File: src/rtl/if_stage_pkg.sv
// -----------------------------------------------------------------------------
// if_stage_pkg
// Shared definitions for the instruction-fetch stage: default reset vector,
// bubble encoding, PC width, the address-region nibbles that select the
// instruction source, and a helper that decodes a PC's top nibble into
// that source.
// -----------------------------------------------------------------------------
package if_stage_pkg;

    localparam int unsigned PC_W         = 32'd32;
    localparam logic [31:0] RESET_PC_DEF = 32'h4000_0000;
    localparam logic [31:0] NOP_INST_DEF = 32'h0000_0013;
    localparam logic [3:0]  REGION_BIOS  = 4'h4;
    localparam logic [3:0]  REGION_IMEM  = 4'h1;

    // Where the instruction for a given PC comes from.
    typedef enum logic [1:0] {
        SRC_BIOS = 2'd0,
        SRC_IMEM = 2'd1,
        SRC_NONE = 2'd2
    } src_e;

    // Decode the PC's top nibble into an instruction source.
    function automatic src_e region_decode(input logic [3:0] nib);
        src_e s;
        case (nib)
            REGION_BIOS: s = SRC_BIOS;
            REGION_IMEM: s = SRC_IMEM;
            default:     s = SRC_NONE;
        endcase
        return s;
    endfunction

endpackage

File: src/rtl/if_next_pc.sv
// -----------------------------------------------------------------------------
// if_next_pc
// Combinational next-fetch-address priority mux.
// Priority (highest first): reset vector, redirect target (bit 0 cleared,
// bit 1 passed through), hold on stall, hold while the first fetch after
// reset has not yet been issued, sequential +4 with 32-bit wrap.
// Ports:
//   i_rst, i_redirect, i_redirect_addr, i_stall : control inputs
//   i_valid_q, i_pc_q                           : current PC state
//   o_fetch_pc                                  : address to issue this cycle
// -----------------------------------------------------------------------------
module if_next_pc
    import if_stage_pkg::*;
#(
    parameter logic [31:0] RESET_PC = RESET_PC_DEF
) (
    input  logic            i_rst,
    input  logic            i_redirect,
    input  logic [PC_W-1:0] i_redirect_addr,
    input  logic            i_stall,
    input  logic            i_valid_q,
    input  logic [PC_W-1:0] i_pc_q,
    output logic [PC_W-1:0] o_fetch_pc
);

    logic [PC_W-1:0] w_redirect_aligned;

    // Only halfword alignment is enforced here; a set bit 1 is faulted later.
    assign w_redirect_aligned = i_redirect_addr & ~32'h0000_0001;

    // Select the fetch address by priority.
    always_comb begin
        o_fetch_pc = i_pc_q;
        if (i_rst) begin
            o_fetch_pc = RESET_PC;
        end else if (i_redirect) begin
            o_fetch_pc = w_redirect_aligned;
        end else if (i_stall || !i_valid_q) begin
            o_fetch_pc = i_pc_q;
        end else begin
            o_fetch_pc = i_pc_q + 32'd4;
        end
    end

endmodule

File: src/rtl/if_stage.sv
// -----------------------------------------------------------------------------
// if_stage
// Instruction-fetch stage. Owns the PC register, issues word addresses to the
// synchronous-read BIOS and IMEM, and presents the returned instruction, its
// PC and a valid flag to decode one cycle later. The memories' output
// registers form the IF/ID boundary, so stalls simply re-issue the held PC.
// Optional build macro: IF_FETCH_CNT_EN adds fetch_cnt_o, a count of
// instructions accepted by decode.
// Ports:
//   clk, rst                        : clock, synchronous active-high reset
//   stall_i, redirect_i,
//   redirect_addr_i                 : hazard hold and EX-stage redirect
//   bios_addr_o / bios_dout_i       : BIOS address / read data (1-cycle)
//   imem_addr_o / imem_dout_i       : IMEM address / read data (1-cycle)
//   fetch_pc_o                      : address issued this cycle
//   inst_o, pc_o, valid_o           : instruction bundle to decode
//   fetch_cnt_o (IF_FETCH_CNT_EN)   : accepted-instruction counter
// -----------------------------------------------------------------------------
module if_stage
    import if_stage_pkg::*;
#(
    parameter logic [31:0] RESET_PC = RESET_PC_DEF,
    parameter int unsigned BIOS_AW  = 32'd12,
    parameter int unsigned IMEM_AW  = 32'd14,
    parameter logic [31:0] NOP_INST = NOP_INST_DEF
) (
    input  logic               clk,
    input  logic               rst,
    input  logic               stall_i,
    input  logic               redirect_i,
    input  logic [PC_W-1:0]    redirect_addr_i,
    output logic [BIOS_AW-1:0] bios_addr_o,
    input  logic [31:0]        bios_dout_i,
    output logic [IMEM_AW-1:0] imem_addr_o,
    input  logic [31:0]        imem_dout_i,
    output logic [PC_W-1:0]    fetch_pc_o,
    output logic [31:0]        inst_o,
    output logic [PC_W-1:0]    pc_o,
`ifdef IF_FETCH_CNT_EN
    output logic [31:0]        fetch_cnt_o,
`endif
    output logic               valid_o
);

    logic [PC_W-1:0] r_pc;
    logic            r_valid;
    logic [PC_W-1:0] w_fetch_pc;
    src_e            w_src;
    logic [31:0]     w_inst;
    logic            w_valid;

    if_next_pc #(
        .RESET_PC (RESET_PC)
    ) u_next_pc (
        .i_rst           (rst),
        .i_redirect      (redirect_i),
        .i_redirect_addr (redirect_addr_i),
        .i_stall         (stall_i),
        .i_valid_q       (r_valid),
        .i_pc_q          (r_pc),
        .o_fetch_pc      (w_fetch_pc)
    );

    // PC register: holds the address whose data the memories are returning now.
    always_ff @(posedge clk) begin
        if (rst) begin
            r_pc    <= RESET_PC;
            r_valid <= 1'b0;
        end else begin
            r_pc    <= w_fetch_pc;
            r_valid <= 1'b1;
        end
    end

    // Pick the returned word by the region of the PC it belongs to.
    always_comb begin
        w_src   = region_decode(r_pc[31:28]);
        w_inst  = NOP_INST;
        w_valid = 1'b0;
        if (r_valid) begin
            case (w_src)
                SRC_BIOS: begin
                    w_inst  = bios_dout_i;
                    w_valid = 1'b1;
                end
                SRC_IMEM: begin
                    w_inst  = imem_dout_i;
                    w_valid = 1'b1;
                end
                default: begin
                    w_inst  = NOP_INST;
                    w_valid = 1'b0;
                end
            endcase
        end else begin
            w_inst  = NOP_INST;
            w_valid = 1'b0;
        end
    end

    assign fetch_pc_o  = w_fetch_pc;
    assign bios_addr_o = w_fetch_pc[BIOS_AW+1:2];
    assign imem_addr_o = w_fetch_pc[IMEM_AW+1:2];
    assign pc_o        = r_pc;
    assign inst_o      = w_inst;
    assign valid_o     = w_valid;

`ifdef IF_FETCH_CNT_EN
    logic [31:0] r_fetch_cnt;

    // Count instructions decode actually takes: valid and not held or squashed.
    always_ff @(posedge clk) begin
        if (rst) begin
            r_fetch_cnt <= 32'd0;
        end else if (w_valid && !stall_i && !redirect_i) begin
            r_fetch_cnt <= r_fetch_cnt + 32'd1;
        end else begin
            r_fetch_cnt <= r_fetch_cnt;
        end
    end

    assign fetch_cnt_o = r_fetch_cnt;
`endif

endmodule

File: config.mk
export PLATFORM = sky130hd
export DESIGN_NAME = if_stage
export DESIGN_NICKNAME = d
export VERILOG_FILES = /design/src/rtl/if_stage_pkg.sv /design/src/rtl/if_next_pc.sv /design/src/rtl/if_stage.sv
export SDC_FILE = /design/constraint.sdc
export NUM_CORES = 1
export LEC_CHECK = 0
export CAP_MARGIN = 20
export CORE_AREA = 2 2 95 97
export CTS_BUF_LIST = sky130_fd_sc_hd__clkbuf_8
export DETAILED_ROUTE_END_ITERATION = 8
export DIE_AREA = 0 0 97 99
export GPL_ROUTABILITY_DRIVEN = 0
export PLACE_DENSITY_LB_ADDON = 0.1
export SLEW_MARGIN = 20
export SYNTH_ARGS = -nofsm -noshare
export SYNTH_HDL_FRONTEND = slang
export SYNTH_SLANG_ARGS = --single-unit
File: constraint.sdc
create_clock -name clk -period 2.1 [get_ports clk]
set_input_delay 0.21 -clock clk [delete_from_list [all_inputs] [get_ports clk]]
set_output_delay 0.21 -clock clk [all_outputs]
set_load 0.01 [all_outputs]
Word level (Yosys, flattened, before mapping):

Cells that the tools add are included.

* register bits after elaboration: 33
* bits in latches: 0
* bits in writable memories: 0
* bits in read-only memories: 0
* input port bits: 100
* word-level logic and storage cells: 19
* memories: 0

* $add $sub $neg: 1
* $mul: 0
* div/mod/pow operators: 0
* magnitude comparators: 0
* eq/ne operators: 3
* shift operators: 0
* multiplexer cells: 9
* bitwise logic cells: 0
* reductions and logical operators: 4

Operator list (count)
* 32-bit 2-to-1 mux: 4
* 32-bit case mux with 2 select lines: 1
* 32-bit by 3-bit adder with 32-bit output (second input constant): 1
* 4-bit by 1-bit == test with 1-bit output (second input constant): 1
* 4-bit by 3-bit == test with 1-bit output (second input constant): 1
* 2-bit case mux with 2 select lines: 1
* 1-bit 2-to-1 mux: 3
* 2-bit by 1-bit == test with 1-bit output (second input constant): 1
* 2-bit zero test: 1
* 2-bit OR reduction: 1
* 1-bit zero test: 1
* 1-bit logical OR: 1

Logic depth before layout (Yosys ltp):

Gate-level depths: netlist of the first run.

* depth in word-level cells: 6
* depth in mapped cells: 7
* depth with buffers taken out: 5

Modules after synthesis:

A second synthesis of the first run with hierarchy kept.

* cells, all modules: 364
* area, all modules: 2922.8 um2

By module, submodules not included
* if_stage: instances 1, cells each 172, area an instance 1710.4 um2, sequential area each 660.6 um2
* if_next_pc: instances 1, cells each 192, area an instance 1212.4 um2, sequential area each 0.0 um2

Least setup slack after synthesis of the first run:

No wires, ideal clock.

* kind: reg-to-output
* from: reg r_pc[16] (netlist: pc_o[16])
* to: out fetch_pc_o[27]
* data arrival time: 1.880 ns
* required time: 1.890 ns
* path slack: 0.010 ns
* cell stages (with the launch flop): 7
* path through: dfxtp_1 -> buf_2 -> nand4_1 -> nor4_2 -> buf_4 -> a311oi_1 -> a2111oi_0

* longest elaborated chain between the ends: 4

RTL lines
* from (decl): RTL line if_stage.sv:45 `logic [PC_W-1:0] r_pc;`
* from (signal assigned): RTL line if_stage.sv:70 `r_pc <= w_fetch_pc;`
* 32-bit by 3-bit adder with 32-bit output: RTL line if_next_pc.sv:41 `o_fetch_pc = i_pc_q + 32'd4;`
* 32-bit 2-to-1 mux: RTL line if_next_pc.sv:38 `end else if (i_stall || !i_valid_q) begin`
* 32-bit 2-to-1 mux: RTL line if_next_pc.sv:36 `end else if (i_redirect) begin`
* 32-bit 2-to-1 mux: RTL line if_next_pc.sv:34 `if (i_rst) begin`
* to (decl): RTL line if_stage.sv:36 `output logic [PC_W-1:0] fetch_pc_o,`

No other way between the ends.

Final worst setup path of the first run:

* from: reg r_pc[3] (netlist: pc_o[3])
* to: out fetch_pc_o[8]

The elaborated chain is that of the path after synthesis.

==> metrics, run 1 <==
status=finished with violations; failing checks=negative setup slack; Routed WL per cell=19.2 microns; # fillers=560; # DRC=0; Max H-tree Level=2; reg2reg start=pc_o[8]$_SDFF_PP0_; global-route wire length before repair=21.9 mm; power per cell area=361 mW/mm^2; Row Count=34; most frequent CP cell=buf_6; Antenna Violating Nets Remaining=0; die width=97 microns; clk sinks=33; CP Capture Type=primary output; clock buffer depth=2; total power=2.47 mW; DR pass1 iterations=4; Buffers on Ports=221; TritonCTS clock tree=built; total track usage=0.276; Post-synth top flop=dfxtp_1; Worst EP required=1.89 ns; CTS Buf Count=5; final worst-path setup slack=-0.177 ns; Worst path slowest cell=dfxtp_4; Min Hold Slack=0.395 ns; Max stage delay on crit path=0.37 ns; root buf cell=clkbuf_8; Worst R2R Path Depth=5; final hold violations=0; Reg2Reg Setup Slack=0.27 ns; largest net degree at the start of global routing=35; Slew Limit Headroom=0.688; Setup crit start=pc_o[3]$_SDFF_PP0_; DRT iter0 DRCs=178; clock-pin slew on the worst setup and hold paths=0.08 ns; Seq/Total Area, Yosys=0.226; Layout Area Growth over Synthesis=134%; share of cells above drive strength 1=0.508; Die Y=99 microns; hold path cells=2; Finished Layout Cells=810; Async S/R FF share, synth=0; hold_buf cts=0; Mapped Cells=374; worst hold path class=primary input to flip-flop; final HPWL from detailed placement=10.2 mm; clk_skew=0.0112 ns; Final Util=0.799; fin crit share=1.08; Leakage Power=3.02 nW; Layout Nets=802; final setup violation count=46; CP Cell Sequence=ha_4 -> and3b_2 -> buf_6 -> buf_6 -> buf_6 -> nand3_4 -> xor2_4 -> a211oi_2 -> buf_2; RSZ-0062 raised after global routing=yes; placed cells=760; crit path to=fetch_pc_o[8]; WL final=15.5 mm; Net Count, Synth=475; initial antenna violation count=1; Fmax=0.439 GHz; total grt overflow=0; syn_area_per_cell=7.82 sq um; vias in the first global route=4349; die area=0.00960 sq mm; initial core utilization=0.342; area of the core=0.00855 sq mm; count of different cell masters after synthesis=50; I/O pin count=223; Post-Syn Area=0.00292 sq mm; Critical Path Source Type=flip-flop; number of synthesized flops with an enable pin=0; register bit total from synthesis=33; Final Critical Period=2.28 ns; area of the multi-input gates=0.00259 sq mm; register area=704 sq um; Synth warnings=0; Worst Tran Pin Value=0.456 ns; reg2reg end=pc_o[27]$_SDFF_PP0_; CP max FO=3; critical path type=flip-flop to primary output; Slew Limit Fails=0; worst skew pair latency=0.30 ns; Worst VDD drop=0.000236 V; Vias/cell=5.57; total vias in the final route=4508; Arrival @ worst endpoint=2.07 ns; MaxCap Viol Count=0
## worst min-delay path by stage
stage / endpoint / start / slack (ns)
after CTS: pc_o[28]$_SDFF_PP0_ / rst / 0.36
after global routing: pc_o[28]$_SDFF_PP0_ / rst / 0.42
final: pc_o[28]$_SDFF_PP0_ / rst / 0.39
after detailed placement: pc_o[0]$_SDFF_PP0_ / pc_o[0]$_SDFF_PP0_ / 0.47
after floorplan: pc_o[2]$_SDFF_PP0_ / redirect_addr_i[2] / 0.35
after global placement: pc_o[0]$_SDFF_PP0_ / pc_o[0]$_SDFF_PP0_ / 0.46
## power by group
group | internal (mW) | switching (mW) | leakage [nW]
Combinational | 0.703 | 0.524 | 2.69
Clock | 0.256 | 0.252 | 0.0485
Sequential | 0.674 | 0.0573 | 0.282
Total | 1.63 | 0.833 | 3.02
## synth_stat cells (2+ instances only)
library cell   n  area, sq um
a2111oi_0      5         43.8
a2111oi_1      7         70.1
a211oi_1      27          203
a221o_1        5         50.1
a22oi_1       29          218
a311oi_1       9         78.8
a31oi_1        4         25.0
and2_1         4         25.0
and3_1         5         31.3
and4_1         9         78.8
buf_1          4         15.0
buf_2         10         50.1
buf_4         29          218
clkbuf_1      15         56.3
dfxtp_1       33          661
inv_1          7         26.3
mux2i_1        2         20.0
nand2_1       14         52.6
nand2b_1       2         12.5
nand3_1       12         60.1
nand4_1       11         68.8
nand4_2        4         50.1
nor2_1        28          105
nor2b_1       32          200
nor3_1         9         45.0
nor4_1         8         50.1
nor4b_1        2         17.5
o211a_1        4         40.0
o21ai_0        7         35.0
o311a_1        2         20.0
or3_1          5         31.3
xnor2_1        7         61.3
xor2_1         6         52.6
## sequential cells by signal, summed over array words and instances (netlist names)
signal and count:
r_valid 1, pc_o 32
## placed cells by master (no fill, tap or decap), types with 6 or more instances in the layout
| master | n |
|---|---|
| nor2_1 | 25 |
| a211oi_1 | 14 |
| a211oi_2 | 12 |
| nor3_1 | 6 |
| dlygate4sd2_1 | 10 |
| dfxtp_1 | 8 |
| clkdlybuf4s50_1 | 129 |
| nand4_1 | 11 |
| clkbuf_8 | 6 |
| dfxtp_2 | 20 |
| nor4_4 | 8 |
| a22oi_1 | 26 |
| buf_6 | 37 |
| nand2_1 | 9 |
| buf_4 | 120 |
| nor2b_1 | 32 |
| nand3_1 | 7 |
| buf_2 | 65 |
| inv_1 | 6 |
## layout make-up
type	count	area share
clock buffer	6	0.0121
tap	108	0.0198
antenna	1	0.000366
sequential	33	0.103
inverter	7	0.00421
multi-input combinational	276	0.379
timing repair buffer	378	0.480
clock inverter	1	0.000549
## per-layer routing
| metal | routed length, microns | GRT usage | up-vias | part of all wire |
|---|---|---|---|---|
| li1 | - | - | 2078 | - |
| met1 | 6020 | 0.317 | 2180 | 0.39 |
| met2 | 8120 | 0.527 | 207 | 0.52 |
| met3 | 969 | 0.0553 | 43 | 0.062 |
| met4 | 408 | 0.0618 | 0 | 0.026 |
| met5 | 0 | 0 | - | 0 |
## stage by stage
stage / TNS (ns) / setup WS [ns] / area [sq um]
after floorplan: 0 / 0.00982 / 2920
after global placement: -24.12 / -0.690 / 5850
after detailed placement: -25.94 / -0.703 / 5850
after CTS: -2.29 / -0.231 / 6360
after global routing: -7.84 / -0.254 / 6830
final: -3.46 / -0.177 / 6830
## critical path: cells and delay by family (launching register included)
family                     cells  cell delay (ns)
AOI/OAI and AO/OA              1             0.26
and+or+nand+nor                2             0.29
buffers and inverters          4             0.51
DFF                            1             0.37
adders and majority gates      1             0.13
xor gates and xnor gates       1             0.20
## cells by family (layout without fill, tap and decap cells)
group | count (synthesis) | after routing | synth area share
AO/OA/AOI/OAI | 107 | 107 | 0.291
XOR/XNOR | 13 | 13 | 0.0389
adder cells (fa/ha/maj) | 1 | 1 | 0.00428
buffers and inverters | 65 | 392 | 0.125
flip-flops | 33 | 33 | 0.226
multiplexers | 2 | 2 | 0.00685
other | 0 | 1 | 0
AND/OR/NAND/NOR | 153 | 153 | 0.308
## repair_timing
action,4_1_cts,5_1_grt
buffers inserted,28,11
endpoints found under the setup margin,90,82
gates resized for setup,423,98
pin swaps,43,29
gates cloned,2,3
Power figures use the tool's default switching activity.
==> inputs of run 2 (changes only) <==
CORE_AREA = 2 2 99 101   (was 2 2 95 97)
DIE_AREA = 0 0 101 103   (was 0 0 97 99)
clock period = 1.96 ns   (was 2.1 ns; I/O delays follow)
==> metrics, run 2 (synthesis results as in run 1) <==
status=finished with violations; failing checks=negative setup slack; Critical Path Source Type=flip-flop; MaxCap Viol Count=0 (unchanged); die width=101 microns (+4.1%); Routed WL per cell=20.1 microns (+5.0%); total track usage=0.284 (+0.00786); WL met3=1.27 mm (+31%); hold_buf cts=0 (unchanged); TNS Setup=-13.27 ns (-9.81 ns); total vias in the final route=4700 (+4.3%); die area=0.0104 sq mm (+8.3%); DR pass1 iterations=4 (unchanged); most common cell after layout, fill and taps aside=clkdlybuf4s50_1; TritonCTS clock tree=built; total grt overflow=0 (unchanged); Buffers on Ports=221 (unchanged); DRT iter0 DRCs=194 (+9.0%); vias in the first global route=4534 (+4.3%); met1 wire length=6.53 mm (+8.6%); I/O pin count=223 (unchanged); global-route wire length before repair=23.2 mm (+6.2%); Worst Tran Pin Value=0.444 ns (-0.0121 ns); final hold violations=0 (unchanged); Layout Area Growth over Synthesis=155%; final worst-path setup slack=-0.380 ns (-0.202 ns); Leakage Power=3.21 nW (+6.4%); clock buffer depth=2 (unchanged); initial antenna violation count=0 (-1); Final Critical Period=2.34 ns; CTS Buf Count=5 (unchanged); Layout Nets=839 (+4.6%); clk sinks=33 (unchanged); clk_skew=0.00693 ns (-0.00424 ns); Worst VDD drop=0.000208 V (-12%); Worst EP required=2.14 ns (+0.25 ns); final HPWL from detailed placement=10.2 mm (about the same); Arrival @ worst endpoint=2.52 ns (+0.45 ns); critical path type=flip-flop to flip-flop; max reg flops=32 (unchanged); root buf cell=clkbuf_8; worst skew pair latency=0.29 ns (about the same); Antenna Violating Nets Remaining=0 (unchanged); clock-pin slew on the worst setup and hold paths=0.07 ns (about the same); final setup violation count=78 (+70%); initial core utilization=0.309 (-0.0328); WL final=17.1 mm (+10%); reg2reg start=pc_o[2]$_SDFF_PP0_; Max H-tree Level=2 (unchanged); Reg2Reg Setup Slack=-0.38 ns (-0.65 ns); Vias/cell=5.52 (-0.88%); CP Capture Type=flip-flop; power per cell area=382 mW/mm^2 (+5.8%); reg2reg end=pc_o[4]$_SDFF_PP0_; worst hold path class=primary input to flip-flop; ant diodes=0 (-1); area of the core=0.00946 sq mm (+11%); Die Y=103 microns (+4.0%); Slew Limit Headroom=0.703 (+0.0151); share of cells above drive strength 1=0.583 (+0.0748); max layer used=met4; total power=2.84 mW (+15%); pre-CTS setup slack=-0.817 ns (-0.114 ns); CP max FO=3 (unchanged); DR WL met2=8.75 mm (+7.8%); fin crit share=1.19; Slew Limit Fails=0 (unchanged); Row Count=36 (+5.9%); RSZ-0062 raised after global routing=yes; hold path cells=2 (unchanged); Fmax=0.427 GHz; hold path start=rst; largest net degree at the start of global routing=29 (-17%); most frequent cells in the layout=clkdlybuf4s50_1 (129), buf_4 (123), buf_2 (76), buf_6 (57), nor2b_1 (32); WHS Endpoint=pc_o[28]$_SDFF_PP0_; Worst R2R Path Depth=15 (+10); # DRC=0 (unchanged)
## run 2: cell count changes in the layout (fill, tap and decap cells not counted), moves of 7 or more
cell / delta
buf_2: +11
buf_12: +8
a22oi_2: +25
dfxtp_2: -7
dlygate4sd2_1: -8
a22oi_1: -25
buf_6: +20
## run 2: how the worst max path moves through the flow
stage	startpoint	end	slack, ns	cells past startpoint
floorplan	pc_o[16]$_SDFF_PP0_	fetch_pc_o[27]	-0.01	6
global placement	stall_i	fetch_pc_o[28]	-0.75	6
detailed placement	stall_i	fetch_pc_o[24]	-0.82	6
CTS	pc_o[2]$_SDFF_PP0_	fetch_pc_o[22]	-0.30	7
global route	pc_o[2]$_SDFF_PP0_	fetch_pc_o[23]	-0.41	9
finish	pc_o[2]$_SDFF_PP0_	pc_o[4]$_SDFF_PP0_	-0.38	15
## run 2: what timing repair did
item	4_1_cts	5_1_grt
resized for setup	507	85
endpoints found under the setup margin	90	87
cloned	5	1
buffers inserted	55	22
pin swaps	53	29
## run 2: cell type report
cell class              count  area (sq um)
repair buffers            415          3740
flip-flops and latches     33           714
inverters                   7          26.3
fillers                   602          2010
well taps                 114           143
clock buffers               6          82.6
clock inverters             1          3.75
multi-input cells         276          2740
## run 2: metal layers
metal,GRT usage,vias to the layer above
met4,0.105,0
met3,0.0542,48
met1,0.336,2251
met2,0.511,236
met5,0,-
li1,-,2165
## run 2: where the power goes
part           total (mW)  switching [mW]  internal, mW
combinational        1.53           0.645         0.886
sequential          0.774          0.0555         0.718
clock               0.539           0.265         0.274
total                2.84           0.965          1.88
## run 2: critical path, stage by stage, from the launching register on
cell     delay [ns]
dfxtp_4        0.36
ha_4           0.16
and3b_2        0.23
buf_6          0.13
buf_4          0.13
buf_8          0.13
buf_6          0.11
xnor2_2        0.10
nand2_1        0.09
buf_4          0.14
buf_6          0.10
buf_6          0.10
buf_6          0.10
buf_6          0.10
buf_6          0.10
o211a_1        0.13
## run 2: through the flow
step                utilization  std cells  area [sq um]  hold WS [ns]
floorplan                     -        374          2970         0.334
global placement          0.630        768          5960         0.461
detailed placement        0.630        768          5960         0.468
CTS                       0.743        835          7030         0.311
global route              0.787        852          7440         0.360
finish                    0.787        852          7440         0.354
==> inputs of run 3 (changes only) <==
clock period = 1.9 ns   (was 1.96 ns; I/O delays follow)
==> metrics, run 3 (synthesis results as in run 1) <==
status=finished with violations; failing checks=negative setup slack; Critical path buffers and inverters=3 (-7); most common cell after layout, fill and taps aside=clkdlybuf4s50_1; most frequent cells in the layout=clkdlybuf4s50_1 (129), buf_4 (126), buf_2 (80), buf_6 (43), nor2b_1 (32); combinational power share=0.524 (-0.014); design area=0.00718 sq mm (-3.5%); Final Util=0.759 (-0.0276); Leakage Power=3.14 nW (-2.2%); Setup crit start=pc_o[15]$_SDFF_PP0_; DR pass1 iterations=5 (+1); clock share of power=0.204 (+0.015); root buf cell=clkbuf_8; Worst Tran Pin Value=0.459 ns (+0.0151 ns); TritonCTS clock tree=built; reg2reg end=pc_o[19]$_SDFF_PP0_; CP Capture Type=primary output; Routed WL per cell=19.5 microns (-3.2%); final hold violations=0 (unchanged); initial antenna violation count=0 (unchanged); I/O pin count=223 (unchanged); Final Critical Period=2.30 ns; WL final=16.3 mm (-4.6%); P_sw=1.01 mW (+4.6%); clock-pin slew on the worst setup and hold paths=0.07 ns (about the same); final worst-path setup slack=-0.397 ns (-0.0177 ns); Flop pwr share=0.272 (about the same); pre-CTS setup slack=-0.866 ns (-0.0484 ns); Sw Share=0.342 (+0.00250); initial core utilization=0.309 (unchanged); Internal Power=1.94 mW (+3.4%); clk_skew=0.0125 ns (+0.00553 ns); Fmax=0.435 GHz; # DRC=0 (unchanged); fin crit share=1.21; Max H-tree Level=2 (unchanged); Critical Path Stages=7 (-8); die width=101 microns (unchanged); Reg2Reg Setup Slack=0.07 ns (+0.45 ns); CP max FO=5 (+2); clk sinks=33 (unchanged); Slew Limit Headroom=0.686 (-0.0172); ant diodes=0 (unchanged); worst skew pair latency=0.30 ns (about the same); die area=0.0104 sq mm (unchanged); critical path type=flip-flop to primary output; Worst VDD drop=0.000322 V (+54%); Antenna Violating Nets Remaining=0 (unchanged); largest net degree at the start of global routing=27 (-6.9%); Die Y=103 microns (unchanged); worst hold path class=primary input to flip-flop; clock buffer depth=2 (unchanged); total grt overflow=0 (unchanged); Layout Nets=826 (-1.5%); share of cells above drive strength 1=0.567 (-0.0152); final setup violation count=81 (+3.8%); Worst R2R Path Depth=5 (-10); Slew Limit Fails=0 (unchanged); Max stage delay on crit path=0.51 ns (+0.15 ns); Buffers on Ports=221 (unchanged); global-route wire length before repair=22.4 mm (-3.7%); Critical Path Source Type=flip-flop; Worst EP required=1.71 ns (-0.43 ns); kind of cell adding the most delay to the critical path=simple AND/OR/NAND/NOR gates; final HPWL from detailed placement=10.1 mm (-0.75%); Vias/cell=5.56 (+0.87%); RSZ-0062 raised after global routing=yes; DRT iter0 DRCs=222 (+14%); total track usage=0.272 (-0.0117); reg2reg start=pc_o[3]$_SDFF_PP0_; Row Count=36 (unchanged); max reg flops=32 (unchanged); MaxCap Viol Count=0 (unchanged); power per cell area=411 mW/mm^2 (+7.6%); total vias in the final route=4674 (-0.55%); vias in the first global route=4357 (-3.9%); Layout Area Growth over Synthesis=146%; Worst path slowest cell=or4_4; TNS Setup=-14.02 ns (-0.747 ns); CP Cell Sequence=buf_6 -> and4_4 -> buf_6 -> nand4_1 -> or4_4 -> a31oi_1 -> buf_2; total power=2.95 mW (+3.8%); Arrival @ worst endpoint=2.11 ns (-0.41 ns); CTS Buf Count=5 (unchanged); placed inst area=0.00593 sq mm (-0.57%); crit path to=fetch_pc_o[23]; most frequent CP cell=buf_6; area of the core=0.00946 sq mm (unchanged)
## run 3: cell count changes in the layout (fill, tap and decap cells not counted), moves of 3 or more
cell | before | now
a2111oi_4 | 6 | 3
and4_4 | 7 | 4
buf_12 | 13 | 8
buf_2 | 76 | 80
buf_4 | 123 | 126
buf_6 | 57 | 43
buf_8 | 1 | 4
clkbuf_2 | 8 | 1
dfxtp_2 | 13 | 20
dfxtp_4 | 10 | 4
dlygate4sd2_1 | 2 | 5
xnor2_2 | 5 | 2
## run 3: area by class of cell
cell class	count	area, sq um
timing repair buffer	402	3530
multi-input combinational	276	2690
fill	652	2280
sequential	33	701
tap	114	143
clock buffer	6	82.6
inverter	7	26.3
clock inverter	2	13.8
## run 3: power groups by stage
stage          Clock [mW]  Sequential, mW  Combinational (mW)
6_report            0.602           0.804                1.55
5_1_grt             0.637           0.810                1.63
4_1_cts             0.589           0.797                1.44
3_5_place_dp            0           0.796                1.25
3_3_place_gp            0           0.794                1.24
2_1_floorplan           0           0.834               0.459
## run 3: timing repair
item                       CTS  global route
buffers inserted            47            24
pin swaps                   52            47
gates resized for setup    482            75
cloned                       7             0
setup endpoints to repair   92            86
hold buffers                 0             0
## run 3: per-stage QoR
step,instances,hold slack (ns)
4_1_cts,824,0.379
3_5_place_dp,763,0.467
2_1_floorplan,374,0.328
6_report,840,0.402
5_1_grt,840,0.406
3_3_place_gp,763,0.463
## run 3: worst min-delay path by stage
stage	startpoint	endpoint	depth (start not counted)
CTS	rst	pc_o[28]$_SDFF_PP0_	3
finish	rst	pc_o[28]$_SDFF_PP0_	3
global route	redirect_i	pc_o[26]$_SDFF_PP0_	3
floorplan	redirect_addr_i[2]	pc_o[2]$_SDFF_PP0_	1
global placement	pc_o[0]$_SDFF_PP0_	pc_o[0]$_SDFF_PP0_	1
detailed placement	pc_o[0]$_SDFF_PP0_	pc_o[0]$_SDFF_PP0_	1
## run 3: routing by layer
layer / vias to the layer above / global-route usage / routed length (microns)
met3: 55 / 0.0685 / 1360
met2: 248 / 0.506 / 8330
li1: 2136 / - / -
met1: 2235 / 0.300 / 6080
met4: 0 / 0.0988 / 576
met5: - / 0 / 0
## run 3: worst register-to-register path: stages (launching register included)
cell,delay [ns]
dfxtp_4,0.37
buf_4,0.11
and4b_2,0.34
nand3_2,0.13
or3_4,0.39
a311oi_1,0.35
